===== src/rtl/fir_pkg.sv =====
// fir_pkg: shared FSM encodings, default coefficient table and width helper for fir_mac_decim
package fir_pkg;
  localparam logic [1:0] S_IDLE  = 2'd0;
  localparam logic [1:0] S_MAC   = 2'd1;
  localparam logic [1:0] S_ROUND = 2'd2;
  // Ramp h[i] = i+1: a known, easily checked response until real taps are loaded.
  localparam logic signed [15:0] FIR_DEFAULT_COEF [32] = '{
    16'sd1,  16'sd2,  16'sd3,  16'sd4,  16'sd5,  16'sd6,  16'sd7,  16'sd8,
    16'sd9,  16'sd10, 16'sd11, 16'sd12, 16'sd13, 16'sd14, 16'sd15, 16'sd16,
    16'sd17, 16'sd18, 16'sd19, 16'sd20, 16'sd21, 16'sd22, 16'sd23, 16'sd24,
    16'sd25, 16'sd26, 16'sd27, 16'sd28, 16'sd29, 16'sd30, 16'sd31, 16'sd32
  };
  // Ceiling log2 with a floor of 1 so that every derived vector has at least one bit.
  function automatic int clog2(input int n);
    int r;
    r = 1;
    while ((1 << r) < n) r++;
    return r;
  endfunction
endpackage


===== src/rtl/fir_mac_lane.sv =====
// fir_mac_lane: NMAC signed multipliers summed into one registered, sign-extended partial sum
// Ports: clk, reset (async, active-high), x[NMAC] samples, h[NMAC] coefficients, y registered sum (OW bits).
module fir_mac_lane #(
  parameter int DW = 16,
  parameter int CW = 16,
  parameter int NMAC = 4,
  parameter int OW = 37
) (
  input  logic clk,
  input  logic reset,
  input  logic signed [DW-1:0] x [NMAC],
  input  logic signed [CW-1:0] h [NMAC],
  output logic signed [OW-1:0] y
);
  logic signed [DW+CW-1:0] p [NMAC];
  logic signed [OW-1:0] s;
  always_comb begin
    s = '0;
    for (int j = 0; j < NMAC; j++) begin
      p[j] = x[j] * h[j];
      s = s + OW'(p[j]);
    end
  end
  always_ff @(posedge clk or posedge reset)
    if (reset) y <= '0;
    else y <= s;
endmodule


===== src/rtl/fir_mac_decim.sv =====
// fir_mac_decim: strobe-driven real FIR with NMAC-wide time-multiplexed MAC, rounding, saturation and decimation
// Ports: clk, reset (async, active-high), strobe_in/indata sample in, clr_overrun, data_out/strobe_out result,
//   busy (MAC sequence running), overrun (sticky dropped-sample flag).
// FIR_COEF_LOAD_EN: adds coef_we/coef_addr/coef_data/coef_ack and a writable coefficient register file;
//   otherwise coefficients are a constant ROM taken from fir_pkg.
module fir_mac_decim
  import fir_pkg::*;
#(
  parameter int DW = 16,
  parameter int CW = 16,
  parameter int NTAPS = 32,
  parameter int NMAC = 4,
  parameter int DECIM = 1,
  parameter int OUT_SHIFT = 15
) (
  input  logic clk,
  input  logic reset,
  input  logic strobe_in,
  input  logic [DW-1:0] indata,
  input  logic clr_overrun,
`ifdef FIR_COEF_LOAD_EN
  input  logic coef_we,
  input  logic [clog2(NTAPS)-1:0] coef_addr,
  input  logic [CW-1:0] coef_data,
  output logic coef_ack,
`endif
  output logic [DW-1:0] data_out,
  output logic strobe_out,
  output logic busy,
  output logic overrun
);
  localparam int K = NTAPS / NMAC;
  localparam int KW = clog2(K);
  localparam int PW = clog2(DECIM);
  localparam int AW = clog2(NTAPS);
  localparam int ACCW = DW + CW + clog2(NTAPS);
  // Half an output LSB; collapses to zero when no shift is applied.
  localparam logic signed [ACCW:0] RND = (ACCW + 1)'(1) << OUT_SHIFT >> 1;
  localparam logic signed [ACCW:0] MAXV = {{(ACCW - DW + 2){1'b0}}, {(DW - 1){1'b1}}};
  localparam logic signed [ACCW:0] MINV = ~MAXV;
  logic [1:0] state, state_nx;
  logic [KW-1:0] k;
  logic [PW-1:0] phase;
  logic signed [DW-1:0] x [NTAPS];
  logic signed [CW-1:0] h [NTAPS];
  logic signed [DW-1:0] lx [NMAC];
  logic signed [CW-1:0] lh [NMAC];
  logic signed [ACCW-1:0] lane_y, acc;
  logic signed [ACCW:0] rsum, shifted;
  logic [DW-1:0] sat;
  logic accept, start, last_k, fire;
  assign accept = strobe_in && state == S_IDLE;
  assign start = accept && phase == PW'(DECIM - 1);
  assign last_k = k == KW'(K - 1);
  always_ff @(posedge clk or posedge reset)
    if (reset) state <= S_IDLE;
    else state <= state_nx;
  always_comb
    state_nx = state == S_IDLE ? (start ? S_MAC : S_IDLE) :
               state == S_MAC ? (last_k ? S_ROUND : S_MAC) : S_IDLE;
  always_comb begin
    busy = state != S_IDLE;
    fire = state == S_ROUND;
  end
`ifdef FIR_COEF_LOAD_EN
  always_ff @(posedge clk or posedge reset)
    if (reset) begin
      for (int i = 0; i < NTAPS; i++) h[i] <= CW'(FIR_DEFAULT_COEF[i % 32]);
      coef_ack <= 1'b0;
    end else begin
      coef_ack <= coef_we && !busy;
      if (coef_we && !busy) h[coef_addr] <= coef_data;
    end
`else
  always_comb
    for (int i = 0; i < NTAPS; i++) h[i] = CW'(FIR_DEFAULT_COEF[i % 32]);
`endif
  always_comb
    for (int j = 0; j < NMAC; j++) begin
      lx[j] = x[AW'(int'(k) * NMAC + j)];
      lh[j] = h[AW'(int'(k) * NMAC + j)];
    end
  fir_mac_lane #(.DW(DW), .CW(CW), .NMAC(NMAC), .OW(ACCW)) u_lane (
    .clk(clk),
    .reset(reset),
    .x(lx),
    .h(lh),
    .y(lane_y)
  );
  // The lane is registered, so its last partial sum is folded in here during ROUND.
  always_comb begin
    rsum = acc + lane_y + RND;
    shifted = rsum >>> OUT_SHIFT;
    sat = shifted > MAXV ? {1'b0, {(DW - 1){1'b1}}} :
          shifted < MINV ? {1'b1, {(DW - 1){1'b0}}} : shifted[DW-1:0];
  end
  always_ff @(posedge clk or posedge reset)
    if (reset) begin
      x <= '{default: '0};
      phase <= '0;
      k <= '0;
      acc <= '0;
      data_out <= '0;
      strobe_out <= 1'b0;
      overrun <= 1'b0;
    end else begin
      if (accept) begin
        x[0] <= indata;
        for (int i = 1; i < NTAPS; i++) x[i] <= x[i-1];
        phase <= start ? '0 : phase + 1'b1;
      end
      k <= state == S_MAC ? k + 1'b1 : '0;
      // Lane output is stale on the first MAC cycle, so accumulation starts one cycle late.
      acc <= state != S_MAC ? '0 : k == '0 ? acc : acc + lane_y;
      strobe_out <= fire;
      if (fire) data_out <= sat;
      overrun <= (strobe_in && busy) || (overrun && !clr_overrun);
    end
endmodule


===== config.mk =====
export PLATFORM = sky130hd
export DESIGN_NAME = fir_mac_decim
export DESIGN_NICKNAME = d
export VERILOG_FILES = /design/src/rtl/fir_pkg.sv /design/src/rtl/fir_mac_lane.sv /design/src/rtl/fir_mac_decim.sv
export SDC_FILE = /design/constraint.sdc
export NUM_CORES = 2
export LEC_CHECK = 0
export ABC_AREA = 1
export BUFFER_PORTS_ARGS = -buffer_cell sky130_fd_sc_hd__clkbuf_2
export CAP_MARGIN = 30
export CORE_MARGIN = 3
export CORE_UTILIZATION = 45
export CTS_BUF_LIST = sky130_fd_sc_hd__clkbuf_4 sky130_fd_sc_hd__clkbuf_8 sky130_fd_sc_hd__clkbuf_16
export CTS_CLUSTER_SIZE = 10
export DETAILED_ROUTE_END_ITERATION = 16
export SETUP_SLACK_MARGIN = 0.5
export SLEW_MARGIN = 5
export SYNTH_ARGS = -nofsm -noshare
export SYNTH_HDL_FRONTEND = slang
export SYNTH_SLANG_ARGS = --single-unit

===== constraint.sdc =====
create_clock -name clk -period 23.6 [get_ports clk]
set_input_delay 2.36 -clock clk [delete_from_list [all_inputs] [get_ports clk]]
set_output_delay 2.36 -clock clk [all_outputs]
set_load 0.005 [all_outputs]

==> run metrics <==
top cells by area, synth dfrtp_1, fa_1, ha_1; Yosys cell types 54; global route hottest layer met2; met3 usage 2.577%; vias per cell 5.050; status finished clean; Worst Path Arrival 13.51 ns; CP most frequent cell inv_1; Setup violations, final 0; Tcrit/Tclk final 55.06%; first-pass GRT wire length 192200 um; largest net degree at the start of global routing 210; Post-CTS Resized 0; # H-tree levels 3; Via Count 36360; Post-DP Area 47880 um2; Max Cap Violations 0; Clock Pin Slew Worst Setup and Hold Paths 0.07 ns; detailed router's first-iteration violation count 2267; Die Y 327.6 um; max_slew headroom 31.14%; Core Region 102200 um2; Inserted Clock Buffers 77; initial antenna violation count 1; FFs w/ async S/R, synth 100.0%; Crit path largest cell delay 0.69 ns; root buf cell clkbuf_16; layout cells sized above 1 4.287%; IO Pins 39; PnR worst setup slack 10.61 ns; number of enable flip-flop cells after synthesis 0; cts hold-fix bufs 0; netlist area before placement 46550 um2; post-synth top area share 32.79%; Yosys reg bits 610; critical path endpoint category flip-flop; syn avg cell area 7.921 um2; post-route ant nets 0; crit start category flip-flop; Period minus WS final 12.99 ns; Initial Util 45.56%; grt met1 use 31.65%; Util after Layout 49.21%; gr usage total 21.97%; buffers added on ports 38; worst-case clock buffer depth 3; Sink Count 610; later-pin clock latency in the skew report 0.66 ns; dpl ws 10.68 ns; GRT overflow 0; vias in the first global route 36200; worst min path class reg -> reg; RSZ-0062 raised after global routing false; Top FF cell, synth dfrtp_1; most frequent cell after synthesis nand2_1; Area Overhead vs Synth 8.026%; Detail Placement HPWL 83540 um; DRT Wirelength 114900 um; CTS tree built; Critical Path RT 24.12 ns; Mapped Nets 6656; Hold Fails Final Rpt 0; r2r setup slk 10.61 ns; Max Slew Vio Count 0; area leader, netlist dfrtp_1; GPL Wtd Cong 0.8992; drt pass-1 iters 5; slew at the pin with the worst max-slew slack 1.033 ns; Final Cell Area 50290 um2; Slowest-stage cell, CP dfrtp_4; nets 6577; GR Util met2 35.33%; Max Clk Rate 0.07695 GHz; Critical Path Fanout Max 143; Setup Fix Bufs, Post-CTS 0; die area 107300 um2; wire per inst 15.96 um; Worst Clk Skew 0.02923 ns; setup TNS 0 ns; Commonest cells post-synth nand2_1, inv_1, o21ai_0; Post-Synthesis Cells 5877; YS warnings 0; row cnt 117; DRC violations left 0; CP Class reg -> reg; sequential-to-total area share from yosys stat 32.79%; Die Wd 327.6 um
==> per-stage QoR <==
step                hold WS, ns  std cells
floorplan                0.4377       5877
global placement         0.4576       7078
detailed placement       0.4583       7083
CTS                      0.4709       7195
global route             0.4907       7199
finish                   0.4657       7200
==> sequential cells by signal, indices dropped and copies added, names as in the netlist <==
| name | count |
|---|---|
| overrun | 1 |
| acc | 37 |
| data_out | 16 |
| state | 2 |
| x | 512 |
| k | 3 |
| strobe_out | 1 |
| phase | 1 |
| u_lane.y | 37 |
==> area by class of cell <==
class,count,area (um2)
Inverter,1084,4098
Antenna cell,1,2.502
Sequential cell,610,15270
Fill cell,10230,51890
Tap cell,1368,1712
Clock inverter,16,193.9
Multi-Input combinational cell,3948,26300
Clock buffer,96,2142
Timing Repair Buffer,77,563.0
==> final timing paths <==
check | from | to | cells past startpoint
max | k[0] | u_lane.y[33] | 47
min | x[109] | x[93] | 2
max reg2reg | k[0] | u_lane.y[33] | 47
min reg2reg | x[109] | x[93] | 2
max in group asynchronous | reset | x[484] | 4
min in group asynchronous | reset | overrun | 2
==> cell usage in the layout, fill, tap and decap left out, types with 5 or more instances in the layout <==
| cell type | instances |
|---|---|
| nor4_1 | 8 |
| o31ai_1 | 11 |
| a21oi_2 | 12 |
| nor3_1 | 14 |
| nand2_2 | 12 |
| o21ai_1 | 6 |
| a21oi_1 | 382 |
| o21ai_0 | 698 |
| nand3_1 | 167 |
| fa_1 | 304 |
| nor2_1 | 315 |
| o211ai_1 | 5 |
| clkbuf_4 | 11 |
| clkbuf_8 | 6 |
| a21o_1 | 13 |
| nor2_2 | 11 |
| o21bai_1 | 13 |
| xor2_1 | 52 |
| a31oi_1 | 7 |
| clkbuf_16 | 79 |
| nand2_1 | 1380 |
| xnor2_1 | 29 |
| clkinv_2 | 6 |
| nand4_1 | 9 |
| inv_1 | 1073 |
| buf_4 | 29 |
| dfrtp_1 | 607 |
| clkbuf_2 | 38 |
| o21a_1 | 6 |
| ha_1 | 455 |
==> worst max-delay path, delay by kind of cell, from the launching register on <==
kind | cells | cell delay [ns]
AO/OA/AOI/OAI | 6 | 1.34
XOR/XNOR | 2 | 0.36
adder cells (fa/ha/maj) | 15 | 5.89
buffers and inverters | 13 | 2.34
flip-flops | 1 | 0.69
AND/OR/NAND/NOR | 11 | 2.09
==> layer usage <==
metal  routed length [um]  vias up  share of wire [%]
li1                     -    18190                  -
met3                 4372      146                3.8
met5                    0        -                  0
met1                55850    17400                 49
met2                52030      621                 45
met4                 2624        0                2.3
==> cells by family (layout without fill, tap and decap cells) <==
family | count (synthesis) | after routing | synth area share (%)
and+or+nand+nor | 1933 | 1933 | 16.44
buffers and inverters | 1319 | 1273 | 10.72
AOI/OAI and AO/OA | 1174 | 1174 | 13.16
adders and majority gates | 759 | 759 | 25.30
DFF | 610 | 610 | 32.79
xor gates and xnor gates | 82 | 82 | 1.583
other | 0 | 1 | 0
Power is left out: the tool's default activity adds up to more than one toggle a clock period on the data nets, which glitch-free logic cannot reach.
